**src/rtl/uart_pkg.sv**
```systemverilog
// Shared UART definitions: FSM state codes, default bit time and byte type.
// Imported by the TX path, the AXI-Lite slave and the receiver.
package uart_pkg;

    // 100 MHz system clock, 115200 baud.
    localparam int UART_CLKS_PER_BIT = 868;

    typedef logic [7:0] uart_byte_t;

    typedef enum logic [2:0] {
        UART_IDLE    = 3'd0,
        UART_START   = 3'd1,
        UART_DATA    = 3'd2,
        UART_STOP    = 3'd3,
        UART_CLEANUP = 3'd4
    } uart_state_t;

endpackage

```
**src/rtl/sync_fifo.sv**
```systemverilog
// Synchronous FIFO with registered count/full/empty and sticky overflow.
// Ports: push/wr_data in, pop/rd_data out (show-ahead head), full, empty,
// count, overflow (set on dropped push, cleared by clr_overflow).
module sync_fifo #(
    parameter int WIDTH = 8,
    parameter int DEPTH = 16
) (
    input  logic                     clk,
    input  logic                     rst,
    input  logic                     push,
    input  logic [WIDTH-1:0]         wr_data,
    input  logic                     pop,
    input  logic                     clr_overflow,
    output logic [WIDTH-1:0]         rd_data,
    output logic                     full,
    output logic                     empty,
    output logic [$clog2(DEPTH):0]   count,
    output logic                     overflow
);

    localparam int AW = $clog2(DEPTH);
    localparam int CW = AW + 1;

    logic [WIDTH-1:0] mem [DEPTH];
    logic [AW-1:0]    wr_ptr;
    logic [AW-1:0]    rd_ptr;
    logic [CW-1:0]    count_nxt;
    logic             do_push;
    logic             do_pop;

    // Full is judged on the pre-edge value, so a push into a full FIFO is
    // dropped even when a pop frees a slot at the same edge.
    assign do_push = push && !full;
    assign do_pop  = pop && !empty;
    assign rd_data = mem[rd_ptr];

    always_comb begin
        count_nxt = count;
        if (do_push && !do_pop) begin
            count_nxt = count + CW'(1);
        end else if (do_pop && !do_push) begin
            count_nxt = count - CW'(1);
        end
    end

    always_ff @(posedge clk) begin
        if (rst) begin
            wr_ptr   <= '0;
            rd_ptr   <= '0;
            count    <= '0;
            full     <= 1'b0;
            empty    <= 1'b1;
            overflow <= 1'b0;
        end else begin
            if (do_push) begin
                wr_ptr <= wr_ptr + AW'(1);
            end
            if (do_pop) begin
                rd_ptr <= rd_ptr + AW'(1);
            end
            count <= count_nxt;
            full  <= (count_nxt == CW'(DEPTH));
            empty <= (count_nxt == '0);
            // A drop in the same cycle as a clear keeps the flag set.
            if (push && full) begin
                overflow <= 1'b1;
            end else if (clr_overflow) begin
                overflow <= 1'b0;
            end
        end
    end

    always_ff @(posedge clk) begin
        if (do_push) begin
            mem[wr_ptr] <= wr_data;
        end
    end

endmodule

```
**src/rtl/uart_tx_fifo.sv**
```systemverilog
// Buffered 8N1 UART transmitter: bytes are queued in a FIFO and serialised.
// Ports: i_wr_en/i_wr_data push, i_clr_overflow; o_full/o_empty/o_count/
// o_overflow FIFO status; o_tx_serial line, o_tx_active, o_tx_done, o_sm_state.
module uart_tx_fifo
    import uart_pkg::*;
#(
    parameter int CLKS_PER_BIT = UART_CLKS_PER_BIT,
    parameter int FIFO_DEPTH   = 16
) (
    input  logic                          clk,
    input  logic                          rst,
    input  logic                          i_wr_en,
    input  logic [7:0]                    i_wr_data,
    input  logic                          i_clr_overflow,
    output logic                          o_full,
    output logic                          o_empty,
    output logic [$clog2(FIFO_DEPTH):0]   o_count,
    output logic                          o_overflow,
    output logic                          o_tx_serial,
    output logic                          o_tx_active,
    output logic                          o_tx_done,
    output logic [2:0]                    o_sm_state
);

    localparam int CW = $clog2(CLKS_PER_BIT);
    localparam logic [CW-1:0] CLK_LAST = CW'(CLKS_PER_BIT - 1);

    uart_state_t   state;
    logic [CW-1:0] clk_cnt;
    logic [2:0]    bit_idx;
    uart_byte_t    tx_byte;
    uart_byte_t    head;
    logic          pop;
    logic          bit_end;

    // The head byte is taken only from IDLE, so a frame in flight is
    // never disturbed by later pushes.
    assign pop     = (state == UART_IDLE) && !o_empty;
    assign bit_end = (clk_cnt == CLK_LAST);
    assign o_sm_state = state;

    sync_fifo #(
        .WIDTH (8),
        .DEPTH (FIFO_DEPTH)
    ) u_fifo (
        .clk          (clk),
        .rst          (rst),
        .push         (i_wr_en),
        .wr_data      (i_wr_data),
        .pop          (pop),
        .clr_overflow (i_clr_overflow),
        .rd_data      (head),
        .full         (o_full),
        .empty        (o_empty),
        .count        (o_count),
        .overflow     (o_overflow)
    );

    always_ff @(posedge clk) begin
        if (rst) begin
            state       <= UART_IDLE;
            clk_cnt     <= '0;
            bit_idx     <= '0;
            tx_byte     <= '0;
            o_tx_serial <= 1'b1;
            o_tx_active <= 1'b0;
            o_tx_done   <= 1'b0;
        end else begin
            o_tx_done <= 1'b0;
            unique case (state)
                UART_IDLE: begin
                    o_tx_serial <= 1'b1;
                    o_tx_active <= 1'b0;
                    clk_cnt     <= '0;
                    bit_idx     <= '0;
                    if (!o_empty) begin
                        tx_byte     <= head;
                        o_tx_serial <= 1'b0;
                        o_tx_active <= 1'b1;
                        state       <= UART_START;
                    end
                end
                UART_START: begin
                    if (bit_end) begin
                        clk_cnt     <= '0;
                        o_tx_serial <= tx_byte[0];
                        state       <= UART_DATA;
                    end else begin
                        clk_cnt <= clk_cnt + CW'(1);
                    end
                end
                UART_DATA: begin
                    if (bit_end) begin
                        clk_cnt <= '0;
                        if (bit_idx == 3'd7) begin
                            o_tx_serial <= 1'b1;
                            state       <= UART_STOP;
                        end else begin
                            bit_idx     <= bit_idx + 3'd1;
                            o_tx_serial <= tx_byte[bit_idx + 3'd1];
                        end
                    end else begin
                        clk_cnt <= clk_cnt + CW'(1);
                    end
                end
                UART_STOP: begin
                    if (bit_end) begin
                        clk_cnt     <= '0;
                        o_tx_active <= 1'b0;
                        o_tx_done   <= 1'b1;
                        state       <= UART_CLEANUP;
                    end else begin
                        clk_cnt <= clk_cnt + CW'(1);
                    end
                end
                UART_CLEANUP: begin
                    state <= UART_IDLE;
                end
                default: begin
                    // Codes 5..7 are unreachable; fall back to a quiet line.
                    o_tx_serial <= 1'b1;
                    o_tx_active <= 1'b0;
                    clk_cnt     <= '0;
                    state       <= UART_IDLE;
                end
            endcase
        end
    end

endmodule
```
**config.mk**
```make
export PLATFORM = sky130hd
export DESIGN_NAME = uart_tx_fifo
export DESIGN_NICKNAME = d
export VERILOG_FILES = /design/src/rtl/uart_pkg.sv /design/src/rtl/sync_fifo.sv /design/src/rtl/uart_tx_fifo.sv
export SDC_FILE = /design/constraint.sdc
export NUM_CORES = 1
export LEC_CHECK = 0
export CAP_MARGIN = 20
export CORE_MARGIN = 3
export CORE_UTILIZATION = 40
export DETAILED_ROUTE_END_ITERATION = 16
export GPL_ROUTABILITY_DRIVEN = 0
export PLACE_DENSITY = 0.6
export SETUP_SLACK_MARGIN = 0.4
export SLEW_MARGIN = 20
export SYNTH_ARGS = -nofsm -noshare
export SYNTH_HDL_FRONTEND = slang
export SYNTH_HIERARCHICAL = 1
export SYNTH_SLANG_ARGS = --single-unit
```
**constraint.sdc**
```tcl
create_clock -name clk -period 2.5 [get_ports clk]
set_input_delay 0.25 -clock clk [delete_from_list [all_inputs] [get_ports clk]]
set_output_delay 0.25 -clock clk [all_outputs]
set_load 0.005 [all_outputs]
```
Word-level counts from Yosys, hierarchy flattened
Memories as Yosys holds them, arrays and structs flattened. A register that Yosys moved wholly into a read port is not among the register bits.
Cells that the tools add are included.
- add/subtract/negate cells: 6
- divide/modulo/power cells: 0
- bitwise operators: 4
- shift operators: 0
- multiply operators: 0
- eq/ne operators: 13
- magnitude comparators: 1
- reduce and logical (&&, ||, !) cells: 23
- muxes and demuxes: 28
- operators by type and width (cell ; number):
    $mux W3 ; 7
    $pmux W10 S2 ; 1
    $mux W1 ; 12
    $ne A2 B2 Y1 const B ; 6
    $pmux W3 S4 ; 1
    $add A10 B1 Y10 const B ; 1
    $eq A10 B10 Y1 const B ; 1
    $mux W10 ; 1
    $mux W5 ; 2
    $add A4 B1 Y4 const B ; 2
    $eq A3 B2 Y1 const B ; 2
    $eq A3 B3 Y1 const B ; 2
    $logic_and A1 B1 Y1 ; 6
    $pmux W3 S2 ; 1
    $reduce_and A3 Y1 ; 2
    $reduce_or A3 Y1 ; 2
    $add A5 B1 Y5 const B ; 1
    $eq A5 B5 Y1 const B ; 1
    $logic_not A5 Y1 ; 1
    $reduce_and A5 Y1 ; 1
    $sub A5 B1 Y5 const B ; 1
    $logic_not A1 Y1 ; 4
    $lt A3 B4 Y1 const B ; 1
    $not A1 Y1 ; 4
    9 further kinds ; 12
- output and inout bits: 14
- memories kept: 1
- latch bits: 0
- memory bits (read-only): 0
- input bits: 12
- bits in registers: 35
- RAM bits: 128
- word-level logic and storage cells: 88
- memories (name ; depth ; bits a word ; read ports ; clocked after Yosys merged registers in ; write ports ; RTL line ; text):
    u_fifo.mem ; 16 ; 8 ; 1 ; 1 ; 1 ; sync_fifo.sv:24 ; logic [WIDTH-1:0] mem [DEPTH];

Longest topological paths before layout
- depth after elaboration: 7
- mapped depth: 9
- gate-level depth less buffers: 6

By module
The synthesis kept the hierarchy.
- by module, submodules not included (module ; area each (um^2) ; cells an instance ; sequential area each (um^2) ; instances):
    sync_fifo ; 5929.4 ; 298 ; 4244.1 ; 1
    uart_tx_fifo ; 1416.4 ; 151 ; 540.5 ; 1

Least setup slack after synthesis
OpenSTA, ideal clock, no wires.
- path kind: register to register
- from: reg state[1], in the netlist o_sm_state[1]
- to: reg u_fifo.empty
- buffers on the path: 3
- arrival: 2016 ps
- slack: 358 ps
- stages on the path, launching flop included: 10
- path through: dfxtp_1 > buf_2 > nor4_1 > buf_2 > nor2b_1 > clkbuf_1 > nand2_1 > and3_1 > o32ai_1 > o31ai_1
- cells in the longest elaborated chain, start to end: 7
- elaborated cells on any way between the ends: 9
- ends and longest elaborated chain (element ; RTL line ; text):
    from (decl) ; uart_tx_fifo.sv:28 ; uart_state_t state;
    from (signal assigned) ; uart_tx_fifo.sv:61 ; state <= UART_IDLE;
    from (signal assigned) ; uart_tx_fifo.sv:80 ; state <= UART_START;
    from (signal assigned) ; uart_tx_fifo.sv:87 ; state <= UART_DATA;
    $logic_not A3 Y1 (*) ; uart_tx_fifo.sv:38 ; assign pop = (state == UART_IDLE) && !o_empty;
    $logic_and A1 B1 Y1 (*) ; uart_tx_fifo.sv:38 ;
    net pop ; uart_tx_fifo.sv:33 ; logic pop;
    $logic_and A1 B1 Y1 (*) ; sync_fifo.sv:34 ; assign do_pop = pop && !empty;
    $logic_and A1 B1 Y1 / $logic_not A1 Y1 (equally long branches) ; sync_fifo.sv:41, sync_fifo.sv:39 ;
    $mux W5 / $logic_and A1 B1 Y1 (equally long branches) ; sync_fifo.sv:41, sync_fifo.sv:39 ;
    $mux W5 (*) ; sync_fifo.sv:39 ; if (do_push && !do_pop) begin
    $logic_not A5 Y1 (*) ; sync_fifo.sv:63 ; empty <= (count_nxt == '0);
    to (signal assigned) ; sync_fifo.sv:63 ;
    to (decl) ; sync_fifo.sv:16 ; output logic empty,
The timed path passes the listed nets; every way through them passes the cells marked *.
A chain may end at the register's enable or synchronous reset.

==> flow_summary.yaml <==
route:
  firstDrtPassIters: 5
  vias_per_cell: 5.645
  dr_total_vias: 4059
  routed_wl_mm: 14.96
  avgRoutedWirePerCell_um: 20.80
  drtIter0Drc: 241
  ant_nets: 0
  drcViolationCount: 0
clocking:
  clock-sinks: 175
  htreeDepth: 4
  post_cts_buffers: 0
  clk_latency_ps: 430
  cts_tree: "yes"
  clkTransAtPathRegs_ps: 70
  clockBufferDepth: 2
  cts_buffers: 17
  cts-root-buf: "clkbuf_16"
synthesis:
  syn_avg_cell_area_um2: 16.36
  syn_area_um2: 7346
  syn_nets: 471
  ys_seq_area_share_pct: 65.13
  synth-edff-count: 128
  synth_flop_cell: "edfxtp_1"
  synth_cells: 449
  synth_warnings: 6
  synth_cell_types: 57
  ys_async_sr_fraction_pct: 0
  ys_ff_latch: 175
layout:
  syn2layout_area_growth_pct: 15.72
  layout.cells.non_filler: 719
  nNetsFinal: 503
  utilization_pct: 48.14
  drive_gt1_share_pct: 15.99
  num_antenna_cells: 0
timing:
  fin_ws_ps: 464.7
  hold_slack_ps: 467.8
  worst_pin_slew_ps: 731.8
  slew_violations: 0
  post-route-period-util_pct: 81.41
  setup_viol: 0
  period_needed_ps: 2035
  slew-limit-headroom_pct: 51.06
  rsz0062_at_grt: "false"
  max_freq_mhz: 491.3
  final_hold_viol_count: 0
  tns_ps: 0
  clock-skew-final_ps: 14.27
critical_path:
  path_class: "register to register"
  cp_cell_sequence: "clkbuf_16 -> mux4_1 -> mux4_2 -> mux2i_1 -> nor2_1"
  cp_top_family: "multiplexers"
  arrival_ps: 2330
  startpoint_type: "register"
  critical_path.slowest_cell: "mux4_1"
  critPathMaxStageDelay_ps: 600
  worst_ep_required_time_ps: 2800
  worst_setup_path_end_kind: "register"
  cp_num_buf_inv: 1
  crit_fanout: 8
global_route:
  met1_usage_pct: 20.10
  antenna_found_initial: 0
  gr-usage-met3_pct: 3.606
  grt_usage_pct: 15.14
  grt_busiest_layer: "met2"
  use_met2_pct: 24.88
  grt-ovfl-total: 0
  grt_pass1_vias: 3941
  grt_first_pass_wirelength_mm: 22.60
  grt_max_degree: 37
die:
  die_w_um: 141.5
  dieArea_um2: 20030
  rows: 48
  core_area_um2: 17660
  start_util_pct: 41.60
  die_h_um: 141.5
  ios: 26
place:
  hpwlAfterDp_mm: 9.466
  io_buffers: 25
  pre_cts_ws_ps: 339.8
  dp_cells: 684
hold_path:
  hold_path.class: "primary input to register"
job:
  cap_violations: 0
power_and_ir_drop:
  power.leakage_nw: 2.801
  peakVddDrop_v: 0.0006029
  power_density_nw_per_um2: 827.0
status:
  outcome: "complete, no violations"
==> through the flow <==
step | power [mW] | cell area, um^2
after floorplan | 4.032 | 7348
after global routing | 7.299 | 8501
after detailed placement | 4.341 | 7807
after global placement | 4.325 | 7807
final | 7.030 | 8501
after CTS | 7.010 | 8434
==> synth_stat cells (all sizes together), types with 2 or more instances <==
cell	number	area, um^2
buf	14	120.1
clkbuf	10	37.54
mux2i	10	100.1
nand2	14	52.55
a21oi	11	55.05
and3b	2	17.52
nor4b	2	32.53
ha	10	125.1
nor2b	4	25.02
a31oi	3	18.77
nand3b	2	15.01
nor3b	4	30.03
a211oi	2	15.01
nor2	31	116.4
nand4	5	31.28
nand2b	4	25.02
or3	2	13.77
xnor2	7	61.31
and3	6	42.54
o31a	2	20.02
mux4	42	1036
xor2	5	43.79
a311oi	5	43.79
and2	19	118.9
dfxtp	47	940.9
inv	10	37.54
o21ai	6	30.03
nand3	10	62.56
a41oi	2	17.52
nor4	3	18.77
edfxtp	128	3844
or2	2	12.51
nor3	10	50.05
==> tightest hold or removal path, stage by stage <==
cell,delay (ps)
clkdlybuf4s50_1,450
nand2_1,80
a21oi_1,60
==> path summary, 6_finish.rpt <==
path                                   endpoint  cells past startpoint  slack, ps       startpoint
worst max-delay path                 tx_byte[5]                      5        460         register
worst min-delay path            u_fifo/overflow                      3        470          i_wr_en
worst max register to register       tx_byte[5]                      5        460         register
worst min register to register  u_fifo/overflow                      2        470  u_fifo/overflow
==> report_power, final <==
part	leakage, nW	switching, mW	internal (mW)
Clock	0.298	1.24	1.44
Sequential	1.54	0.105	3.23
Combinational	0.964	0.486	0.529
==> final cells by class <==
cell class / instances / area, um^2
sequential: 175 / 4790
fill: 1498 / 9156
clock inverter: 15 / 192.7
inverter: 10 / 37.54
tap: 225 / 281.5
clock buffer: 17 / 425.4
timing repair buffer: 37 / 391.6
multi-input combinational: 240 / 2382
==> logic make-up after synthesis <==
family	synth area share, %
AOI/OAI and AO/OA	4.054
xor gates and xnor gates	1.431
adders and majority gates	1.857
buffers and inverters	2.657
DFF	65.13
muxes	15.47
and+or+nand+nor	9.402
==> per-layer routing <==
metal / share of wire, % / up-vias
li1: - / 1841
met4: 0.98 / 0
met1: 44 / 2090
met2: 51 / 116
met3: 4.5 / 12
met5: 0 / -
==> layout by cell type (no fill, tap or decap), types with 2 or more instances in the layout <==
cell | Yosys | routed
and3_1 | 5 | 5
edfxtp_1 | 128 | 128
o31a_2 | 2 | 2
clkinv_8 | 0 | 5
nor2b_1 | 4 | 4
a41oi_1 | 2 | 2
nor4_1 | 3 | 2
nor2_1 | 31 | 31
clkdlybuf4s50_1 | 0 | 25
xnor2_1 | 7 | 7
mux4_1 | 24 | 23
a211oi_1 | 2 | 2
a31oi_1 | 3 | 3
nand3_1 | 9 | 9
inv_6 | 0 | 3
dfxtp_1 | 47 | 45
a311oi_1 | 5 | 5
buf_4 | 0 | 8
nor3_1 | 10 | 9
a21oi_1 | 11 | 11
o21ai_0 | 6 | 6
inv_1 | 10 | 10
inv_8 | 0 | 3
nand2_1 | 14 | 14
nand4_1 | 5 | 5
mux4_2 | 18 | 19
or2_2 | 2 | 2
nand3b_1 | 2 | 2
xor2_1 | 5 | 5
nor3b_1 | 4 | 4
and3b_1 | 2 | 2
nand2b_1 | 4 | 4
ha_1 | 10 | 10
clkbuf_16 | 0 | 19
mux2i_1 | 10 | 10
and2_1 | 19 | 19
==> state kept, by name, indices dropped and copies added (netlist names), named ones only <==
signal,flops
u_fifo/mem,128
clk_cnt,10
tx_byte,8
u_fifo/count,5
u_fifo/rd_ptr,4
u_fifo/wr_ptr,4
bit_idx,3
o_sm_state,3
o_tx_active,1
o_tx_done,1
o_tx_serial,1
u_fifo/empty,1
u_fifo/full,1
u_fifo/overflow,1
==> timing repair <==
| item | 4_1_cts | 5_1_grt |
|---|---|---|
| resized for setup | 1 | 4 |
| endpoints found under the setup margin | 1 | 9 |
| gates cloned | 0 | 3 |
| pin swaps | 0 | 1 |
| hold buffers | 0 | 0 |
Power figures use the tool's default switching activity.
